===== config.mk =====
export PLATFORM = sky130hd
export DESIGN_NAME = dma_stream_ctrl
export DESIGN_NICKNAME = d
export VERILOG_FILES = /design/src/rtl/dma_pkg.sv /design/src/rtl/dma_tx_skid.sv /design/src/rtl/dma_stream_ctrl.sv
export SDC_FILE = /design/constraint.sdc
export NUM_CORES = 1
export LEC_CHECK = 0
export ABC_AREA = 1
export BUFFER_PORTS_ARGS = -buffer_cell sky130_fd_sc_hd__buf_2
export CAP_MARGIN = 5
export CORE_ASPECT_RATIO = 0.9
export CORE_MARGIN = 10
export CORE_UTILIZATION = 50
export CTS_CLUSTER_DIAMETER = 100
export DETAILED_ROUTE_END_ITERATION = 8
export GPL_TIMING_DRIVEN = 0
export PLACE_DENSITY = 0.76
export SYNTH_ARGS = -nofsm -noshare
export SYNTH_HDL_FRONTEND = slang
export SYNTH_HIERARCHICAL = 1
export SYNTH_SLANG_ARGS = --single-unit

===== constraint.sdc =====
create_clock -name clk -period 7.4 [get_ports clk]
set_input_delay 0 -clock clk [delete_from_list [all_inputs] [get_ports clk]]
set_output_delay 0 -clock clk [all_outputs]
set_load 0.02 [all_outputs]

===== src/rtl/dma_pkg.sv =====
// Shared definitions for the DMA stream controller: FSM states,
// one-hot kernel select codes and default port widths.
package dma_pkg;

    localparam int DMA_ADDR_W = 12;
    localparam int DMA_LEN_W  = 7;

    localparam logic [2:0] MODE_FIR    = 3'b001;
    localparam logic [2:0] MODE_MATMUL = 3'b010;
    localparam logic [2:0] MODE_SORT   = 3'b100;

    typedef enum logic [1:0] {
        ST_IDLE   = 2'd0,
        ST_LAUNCH = 2'd1,
        ST_RUN    = 2'd2,
        ST_FINISH = 2'd3
    } dma_state_e;

    // A job only talks to the accelerator when exactly one kernel is selected.
    function automatic logic mode_is_valid(input logic [2:0] mode);
        return (mode == MODE_FIR) || (mode == MODE_MATMUL) || (mode == MODE_SORT);
    endfunction

endpackage


===== src/rtl/dma_tx_skid.sv =====
// Two-entry FIFO between the memory read port and the TX stream.
// The occupancy count is exported so the parent can throttle reads.
module dma_tx_skid (
    input  logic        clk,
    input  logic        rst,
    input  logic        i_push,
    input  logic [31:0] i_push_data,
    input  logic        i_pop,
    output logic        o_valid,
    output logic [31:0] o_data,
    output logic [1:0]  o_count
);

    logic [31:0] r_data0;
    logic [31:0] r_data1;
    logic [1:0]  r_count;
    logic        w_pop;

    // A pop on an empty buffer is meaningless and is dropped here.
    assign w_pop = i_pop && (r_count != 2'd0);

    // Entry 0 is always the head; entry 1 only holds data when two are queued.
    always_ff @(posedge clk) begin
        if (rst) begin
            r_data0 <= '0;
            r_data1 <= '0;
            r_count <= 2'd0;
        end else begin
            case ({i_push, w_pop})
                2'b10: begin
                    if (r_count == 2'd0) r_data0 <= i_push_data;
                    else                 r_data1 <= i_push_data;
                    r_count <= r_count + 2'd1;
                end
                2'b01: begin
                    r_data0 <= r_data1;
                    r_count <= r_count - 2'd1;
                end
                2'b11: begin
                    if (r_count == 2'd1) begin
                        r_data0 <= i_push_data;
                    end else begin
                        r_data0 <= r_data1;
                        r_data1 <= i_push_data;
                    end
                end
                default: ;
            endcase
        end
    end

    assign o_valid = (r_count != 2'd0);
    assign o_data  = o_valid ? r_data0 : '0;
    assign o_count = r_count;

endmodule


===== src/rtl/dma_stream_ctrl.sv =====
// DMA stream controller: launches an accelerator kernel, streams len_in
// words from memory into it and writes len_out returned words to memory.
// Optional build macro DMA_TLAST_CHECK_EN enables the sticky rx_tlast check
// on err; without it rx_tlast is ignored and err is tied low.
//
// Handshakes: a stream beat transfers on the rising edge where tvalid and
// tready are both high; tvalid/tdata/tlast are held stable while tready is low.
module dma_stream_ctrl
    import dma_pkg::*;
#(
    parameter int ADDR_W = DMA_ADDR_W,
    parameter int LEN_W  = DMA_LEN_W
) (
    input  logic              clk,
    input  logic              rst,
    input  logic              cfg_start,
    input  logic [2:0]        cfg_mode,
    input  logic [ADDR_W-1:0] cfg_src_addr,
    input  logic [ADDR_W-1:0] cfg_dst_addr,
    input  logic [LEN_W-1:0]  cfg_len_in,
    input  logic [LEN_W-1:0]  cfg_len_out,
    output logic              busy,
    output logic              done,
    output logic              err,
    output logic              mem_rd_en,
    output logic [ADDR_W-1:0] mem_rd_addr,
    input  logic [31:0]       mem_rd_data,
    output logic              mem_wr_en,
    output logic [ADDR_W-1:0] mem_wr_addr,
    output logic [31:0]       mem_wr_data,
    output logic [2:0]        ap_start,
    input  logic              ap_idle,
    input  logic [2:0]        ap_done,
    output logic              tx_tvalid,
    output logic [31:0]       tx_tdata,
    output logic              tx_tlast,
    input  logic              tx_tready,
    input  logic              rx_tvalid,
    input  logic [31:0]       rx_tdata,
    input  logic              rx_tlast,
    output logic              rx_tready,
    output logic [1:0]        dbg_state
);

    dma_state_e        r_state;
    dma_state_e        w_next;

    logic [2:0]        r_mode;
    logic [ADDR_W-1:0] r_src;
    logic [ADDR_W-1:0] r_dst;
    logic [LEN_W-1:0]  r_len_in;
    logic [LEN_W-1:0]  r_len_out;
    logic [LEN_W-1:0]  r_rd_cnt;
    logic [LEN_W-1:0]  r_tx_cnt;
    logic [LEN_W-1:0]  r_rx_cnt;
    logic              r_rd_pend;
    logic              r_acc_done;

    logic              w_start_acc;
    logic              w_rd_en;
    logic              w_pop;
    logic              w_rx_hs;
    logic              w_tx_done;
    logic              w_rx_done;
    logic              w_skid_valid;
    logic [31:0]       w_skid_data;
    logic [1:0]        w_skid_cnt;
    logic [2:0]        w_tx_occ;

    assign w_start_acc = (r_state == ST_IDLE) && cfg_start;
    assign w_tx_done   = (r_tx_cnt == r_len_in);
    assign w_rx_done   = (r_rx_cnt == r_len_out);

    // The read issued last cycle returns now and is pushed at this edge.
    dma_tx_skid u_skid (
        .clk         (clk),
        .rst         (rst),
        .i_push      (r_rd_pend),
        .i_push_data (mem_rd_data),
        .i_pop       (w_pop),
        .o_valid     (w_skid_valid),
        .o_data      (w_skid_data),
        .o_count     (w_skid_cnt)
    );

    assign w_pop = w_skid_valid && tx_tready;

    // Occupancy after this edge, counting the read already in flight; a
    // same-cycle pop frees a slot so reads sustain one word per cycle.
    assign w_tx_occ = 3'(w_skid_cnt) + 3'(r_rd_pend) - 3'(w_pop);
    assign w_rd_en  = (r_state == ST_RUN) && (r_rd_cnt < r_len_in) && (w_tx_occ < 3'd2);

    assign tx_tvalid   = w_skid_valid;
    assign tx_tdata    = w_skid_data;
    assign tx_tlast    = w_skid_valid && (r_tx_cnt == r_len_in - LEN_W'(1));

    assign mem_rd_en   = w_rd_en;
    assign mem_rd_addr = w_rd_en ? (r_src + ADDR_W'(r_rd_cnt)) : '0;

    assign rx_tready   = (r_state == ST_RUN) && (r_rx_cnt < r_len_out);
    assign w_rx_hs     = rx_tvalid && rx_tready;
    assign mem_wr_en   = w_rx_hs;
    assign mem_wr_addr = w_rx_hs ? (r_dst + ADDR_W'(r_rx_cnt)) : '0;
    assign mem_wr_data = w_rx_hs ? rx_tdata : '0;

    assign dbg_state   = r_state;

    // State register.
    always_ff @(posedge clk) begin
        if (rst) r_state <= ST_IDLE;
        else     r_state <= w_next;
    end

    // Next-state and control outputs; busy is low in FINISH alongside done.
    always_comb begin
        w_next   = r_state;
        busy     = 1'b0;
        done     = 1'b0;
        ap_start = 3'b000;
        case (r_state)
            ST_IDLE: begin
                if (cfg_start) w_next = ST_LAUNCH;
            end
            ST_LAUNCH: begin
                busy = 1'b1;
                if (!mode_is_valid(r_mode)) begin
                    w_next = ST_FINISH;
                end else if (ap_idle) begin
                    ap_start = r_mode;
                    w_next   = ST_RUN;
                end
            end
            ST_RUN: begin
                busy = 1'b1;
                if (w_tx_done && w_rx_done && (r_acc_done || (ap_done != 3'b000)))
                    w_next = ST_FINISH;
            end
            ST_FINISH: begin
                done   = 1'b1;
                w_next = ST_IDLE;
            end
            default: w_next = ST_IDLE;
        endcase
    end

    // Job configuration capture, word counters and accelerator-done flag.
    always_ff @(posedge clk) begin
        if (rst) begin
            r_mode     <= '0;
            r_src      <= '0;
            r_dst      <= '0;
            r_len_in   <= '0;
            r_len_out  <= '0;
            r_rd_cnt   <= '0;
            r_tx_cnt   <= '0;
            r_rx_cnt   <= '0;
            r_rd_pend  <= 1'b0;
            r_acc_done <= 1'b0;
        end else begin
            r_rd_pend <= w_rd_en;
            if (w_start_acc) begin
                r_mode     <= cfg_mode;
                r_src      <= cfg_src_addr;
                r_dst      <= cfg_dst_addr;
                r_len_in   <= cfg_len_in;
                r_len_out  <= cfg_len_out;
                r_rd_cnt   <= '0;
                r_tx_cnt   <= '0;
                r_rx_cnt   <= '0;
                r_acc_done <= 1'b0;
            end else begin
                if (w_rd_en) r_rd_cnt <= r_rd_cnt + LEN_W'(1);
                if (w_pop)   r_tx_cnt <= r_tx_cnt + LEN_W'(1);
                if (w_rx_hs) r_rx_cnt <= r_rx_cnt + LEN_W'(1);
                if ((r_state == ST_RUN) && (ap_done != 3'b000)) r_acc_done <= 1'b1;
            end
        end
    end

`ifdef DMA_TLAST_CHECK_EN
    logic r_err;

    // Sticky flag: tlast must mark exactly the last expected RX word.
    always_ff @(posedge clk) begin
        if (rst) begin
            r_err <= 1'b0;
        end else if (w_start_acc) begin
            r_err <= 1'b0;
        end else if (w_rx_hs && (rx_tlast != (r_rx_cnt == r_len_out - LEN_W'(1)))) begin
            r_err <= 1'b1;
        end
    end

    assign err = r_err;
`else
    logic w_unused_rx_tlast;

    assign w_unused_rx_tlast = rx_tlast;
    assign err               = 1'b0;
`endif

endmodule


# Yosys cells after proc, flatten, opt, wreduce, memory -nomap -nowiden
# Index checks and enable logic that the tools add are counted.
[word_totals]
register_bits = 132
elab_cells = 93
input_bits = 115
output_inout_bits = 101
[op_classes]
n_lt_le_gt_ge = 3
eq_ne = 19
n_addsub = 10
n_mux = 21
n_reduce_logical = 26
[ops]
columns = ["cell", "count"]
rows = [
  ["32-bit two-way mux", 6],
  ["32-bit one-hot mux with 3 select lines", 1],
  ["32-bit one-hot mux with 2 select lines", 1],
  ["12-bit by 7-bit adder with 12-bit output", 2],
  ["12-bit two-way mux", 2],
  ["7-bit by 1-bit adder with 7-bit output (second input constant)", 3],
  ["7-bit == test", 3],
  ["7-bit less-than comparator", 2],
  ["1-bit logical AND", 11],
  ["3-bit two-way mux", 3],
  ["2-bit == test (second input constant)", 4],
  ["2-bit two-way mux", 4],
  ["2-bit one-hot mux with 4 select lines", 1],
  ["7-bit by 1-bit subtractor with 7-bit output (second input constant)", 1],
  ["2-bit by 1-bit == test with 1-bit output (second input constant)", 3],
  ["2-bit != test (second input constant)", 3],
  ["3-bit AND reduction", 2],
  ["2-bit nonzero test", 3],
  ["3-bit nonzero test", 2],
  ["2-bit zero test", 2],
  ["2-bit by 1-bit != test with 1-bit output (second input constant)", 2],
  ["2-bit one-hot mux with 2 select lines", 1],
  ["2-bit OR reduction", 2],
  ["2-bit by 1-bit adder with 3-bit output", 1],
  ["other kinds (11)", 14],
]

# Depth between registers and ports, before layout
[logic_depth]
depth_word = 6
depth_mapped = 17
mapped_depth_nobuf = 16

# Hierarchy
# Netlist, hierarchy kept.
[by_module_without_submodules]
columns = ["mod", "area_each_um2", "seq_area_each_um2", "n_inst", "cells_each"]
rows = [
  ["dma_stream_ctrl", 4401.7, 1321.3, 1, 680],
  ["dma_tx_skid", 3726.1, 1321.3, 1, 587],
]

# Worst setup path before layout
# OpenSTA, ideal clock, no wires.
[synth_path]
path_type = "register -> output"
start = "register u_skid.r_count[1] (netlist: u_skid/o_count[1])"
end = "output mem_rd_addr[10]"
path_buffers = 1
stages_incl_launch_ff = 17
required_time_ps = 7400
path_slack_ps = 4296
t_arrival_ps = 3104
path_cell_list = "dfxtp_1 inv_1 ha_1 buf_6 inv_4 nand2_1 inv_1 ha_1 inv_1 nand2_1 fa_1 nand3b_1 nor3b_4 nand2_4 clkinv_2 o21ai_1 nor2_1"
[synth_via]
elab_chain_len = 6
elab_cells_between_ends = 7
classes_between = "add/sub: 2; order compare: 1; mux: 1; reduce/logical: 3"
[synth_lines]
columns = ["item", "line", "text"]
rows = [
  ["from (decl)", "dma_tx_skid.sv:16", "logic [1:0] r_count;"],
  ["from (signal assigned)", "dma_tx_skid.sv:33", "r_count <= r_count + 2'd1;"],
  ["from (signal assigned)", "dma_tx_skid.sv:37", "r_count <= r_count - 2'd1;"],
  ["2-bit nonzero test", "dma_tx_skid.sv:52", "assign o_valid = (r_count != 2'd0);"],
  ["via tx_tvalid", "dma_stream_ctrl.sv:34", "output logic tx_tvalid,"],
  ["1-bit logical AND", "dma_stream_ctrl.sv:86", "assign w_pop = w_skid_valid && tx_tready;"],
  ["via w_pop", "dma_stream_ctrl.sv:61", "logic w_pop;"],
  ["3-bit by 1-bit subtractor with 3-bit output", "dma_stream_ctrl.sv:90", "assign w_tx_occ = 3'(w_skid_cnt) + 3'(r_rd_pend) - 3'(w_pop);"],
  ["3-bit by 2-bit less-than comparator with 1-bit output", "dma_stream_ctrl.sv:91", "assign w_rd_en = (r_state == ST_RUN) && (r_rd_cnt < r_len_in) && (w_tx_occ < 3'd2);"],
  ["1-bit logical AND", "dma_stream_ctrl.sv:91", ""],
  ["via mem_rd_en", "dma_stream_ctrl.sv:25", "output logic mem_rd_en,"],
  ["12-bit two-way mux", "dma_stream_ctrl.sv:98", "assign mem_rd_addr = w_rd_en ? (r_src + ADDR_W'(r_rd_cnt)) : '0;"],
  ["to (decl)", "dma_stream_ctrl.sv:26", "output logic [ADDR_W-1:0] mem_rd_addr,"],
]
# The timed path passes the listed nets, and every way through them passes these cells.

# Worst setup path in the final report
[layout_path]
start = "register u_skid.r_count[1] (netlist: u_skid/o_count[1])"
end = "output mem_rd_addr[2]"
[layout_via]
elab_chain_len = 6
elab_cells_between_ends = 7
classes_between = "add/sub: 2; order compare: 1; mux: 1; reduce/logical: 3"
[layout_lines]
columns = ["item", "line"]
rows = [
  ["2-bit nonzero test", "dma_tx_skid.sv:52"],
  ["1-bit logical AND", "dma_stream_ctrl.sv:86"],
  ["via w_pop", "dma_stream_ctrl.sv:61"],
  ["3-bit by 1-bit subtractor with 3-bit output", "dma_stream_ctrl.sv:90"],
  ["3-bit by 2-bit less-than comparator with 1-bit output", "dma_stream_ctrl.sv:91"],
  ["1-bit logical AND", "dma_stream_ctrl.sv:91"],
  ["12-bit two-way mux", "dma_stream_ctrl.sv:98"],
]
# The timed path passes the listed nets, and every way through them passes these cells.

==> metrics.txt <==
final wirelength=around 25 mm; post-CTS sizing=0; Area contributors post-synth=dfxtp_1 33%, nand2_1 12%, nor2_1 9.6%; Power, Total=3.15 mW; met3 Use GR=under 10%; root buffer cell=clkbuf_16; Max-Cap Viols=0; routed vias=between 9000 and 10000; die extent in x=154 um; register bit count reported by yosys=approximately 130; GP Congestion=around 0.90; Max stage delay cell, worst path=fa_1; number of port buffers=roughly 210; maximum vdd ir drop=slightly below 200 uV; Die Ht=roughly 140 um; vias per std cell=between 5 and 6; first-pass GRT wire length=~41 mm; Tot GR Track Use=22.0%; fin crit share=51.7%; Post-synth top cells=256 x nand2_1, 208 x nor2_1, 197 x inv_1, 132 x dfxtp_1, 127 x nand3_1; FF/Latch Area=2640 sq um; maximum clock frequency=~260 MHz; setup TNS=0 ns; CTS Hold Bufs=77; I/O pin cnt=216; htree depth=4; Crit path required time=~7.4 ns; count leader, synth=nand2_1; GRT Max-Usage Layer=met2; Setup WS pre-CTS=around 4 ns; Worst Path Buf+Inv=7; final hold violations=0; Syn Nets=between 1000 and 1500; Worst EP arrival=~3.8 ns; clk slew on worst S/H paths=0.06 ns; Setup Buffers After CTS=0; die area=between 20000 and 25000 sq um; layout cells sized above 1=a little under a fifth; slew margin rel.=64.8%; CTS Buf Count=17; DRC viols=0; share of the yosys chip area belonging to registers=about a third; Layout Skew=between 0.007 and 0.008 ns; cell leakage power=between 5 and 6 nW; number of DRC markers in iteration 0=~700; Slew @ Worst Pin=0.529 ns; detailed placer's ending HPWL=~18 mm; Final min period=3.83 ns; multi-input logic area=roughly 4400 sq um; critical path endpoint category=primary output; Most common cell on crit path=inv_1; CTS tree=done; num rows=44; vias in the first global route=between 8000 and 9000; met1 Use GR=about a quarter; Initial Util=50.7%; Worst Setup Start Kind=register; Synth top area share=between 30% and 40%; pin count of the biggest net entering global routing=17; Post-synth EDFFs=0; worst-skew pair later-pin latency=0.42 ns; crit-path max FO=10; initial antenna violation count=2; post-synthesis cell area=slightly above 8000 sq um; CTS Buffer Depth=2; Hold WC Path Type=input port to register; CTS sink count=approximately 130; Area Growth Syn to Fin=33.8%; core area=between 15000 and 20000 sq um; crit-path cells=inv_1, ha_1, buf_6, inv_4, nand2_1, inv_1, ha_1, inv_1, nand2_1, fa_1, nand3b_1, nor3b_4, nand2_4, buf_6, nor2_1, buf_2; max incr delay on CP=0.49 ns; unrepaired setup endpoints after global routing=false; grt ovf=0; Yosys top cell by area=dfxtp_1; DR pass1 iterations=5; Worst Setup Path Type=register to primary output; power per cell area=between 200 and 300 nW/um^2; GRT met2 Usage=a little under two fifths; predominant post-synthesis flop cell=dfxtp_1; routed length per placed instance=approximately 14 um; layout net count=~1700; fin worst setup slack=3.57 ns; final setup fails=0; Final Max Slew Viols=0; Syn. warnings=6; syn avg cell area=6.41 sq um; async set-or-reset flop fraction in the synthesized netlist=0%; status=finished clean; Worst path top cell family by delay=buffers and inverters; Netlist cell types=37; Synth Instances=between 1000 and 1500; fill cell count=about 1400; post-route ant nets=0
## report_power, final
part	leakage, nW	internal (mW)	switching [mW]
sequential	1.08	0.879	0.0937
clock	0.312	0.608	0.313
combinational	4.44	0.447	0.811
total	5.83	1.93	1.22
## registers in the layout (all words and copies together) (netlist names)
register,cells
u_skid/r_data0,32
u_skid/r_data1,32
r_dst,12
r_src,12
r_len_in,7
r_len_out,7
r_rd_cnt,7
r_rx_cnt,7
r_tx_cnt,7
r_mode,3
dbg_state,2
u_skid/o_count,2
r_acc_done,1
r_rd_pend,1
## routing by layer
layer / vias up / wire [um]
met3: 53 / 1840
met1: 4139 / 10600
met5: - / 0
met4: 0 / 543
li1: 4584 / -
met2: 337 / 11900
## tightest hold or removal path: stages
cell	delay, ns
buf_2	0.11
nand3_2	0.14
nor2_1	0.06
nand2_1	0.05
a21oi_1	0.05
## final timing paths
path / startpoint / end / slack (ns) / depth (start not counted)
setup / recovery: u_skid/o_count[1] / mem_rd_addr[2] / 3.57 / 16
hold / removal: rx_tvalid / r_rx_cnt[6] / 0.04 / 5
setup reg to reg: u_skid/o_count[1] / r_rd_cnt[1] / 4.14 / 15
hold reg to reg: r_len_out[2] / r_len_out[2] / 0.47 / 2
## area by class of cell
| type | instances | share of cell area [%] |
|---|---|---|
| inverter | 202 | 7.00 |
| multi-input combinational | 872 | 40.5 |
| buffer | 61 | 2.97 |
| sequential | 132 | 24.3 |
| clock inverter | 8 | 1.33 |
| antenna | 3 | 0.0690 |
| timing repair buffer | 290 | 16.9 |
| tap | 207 | 2.38 |
| clock buffer | 24 | 4.61 |
## placed cells by master, fill, tap and decap left out, types with 4 or more instances in the layout
| cell type | instances |
|---|---|
| nand2_2 | 4 |
| nand3b_1 | 34 |
| buf_6 | 6 |
| buf_4 | 4 |
| inv_1 | 197 |
| bufinv_16 | 4 |
| clkbuf_16 | 17 |
| a31oi_1 | 7 |
| nand3_1 | 127 |
| nor2_1 | 208 |
| clkbuf_8 | 5 |
| clkbuf_1 | 22 |
| xor2_1 | 11 |
| nor3_1 | 8 |
| buf_1 | 4 |
| nand2_1 | 256 |
| dfxtp_1 | 132 |
| xnor2_1 | 9 |
| dlygate4sd3_1 | 77 |
| ha_1 | 43 |
| o21ai_0 | 54 |
| a21oi_1 | 84 |
| buf_2 | 240 |
| o21ai_1 | 4 |
| nand4_1 | 5 |
## cells by family after synthesis
group / Yosys count / synth area share [%]
AOI/OAI and AO/OA: 156 / 9.93
xor gates and xnor gates: 20 / 2.16
adders and majority gates: 46 / 7.36
buffers and inverters: 263 / 13.3
DFF: 132 / 32.5
other: 1 / 0.0461
and+or+nand+nor: 649 / 34.7
## stage by stage
step,instance area (sq um),hold slack [ns],util [%],std cells
final,10900,0.0378,67.9,1799
after global routing,10900,0.0777,67.9,1798
after CTS,10900,0.0300,67.9,1796
after detailed placement,9450,0.262,59.0,1687
after global placement,9450,0.251,59.0,1687
after floorplan,8130,0.0691,-,1267
No activity file was read; power rests on OpenSTA's default activity.
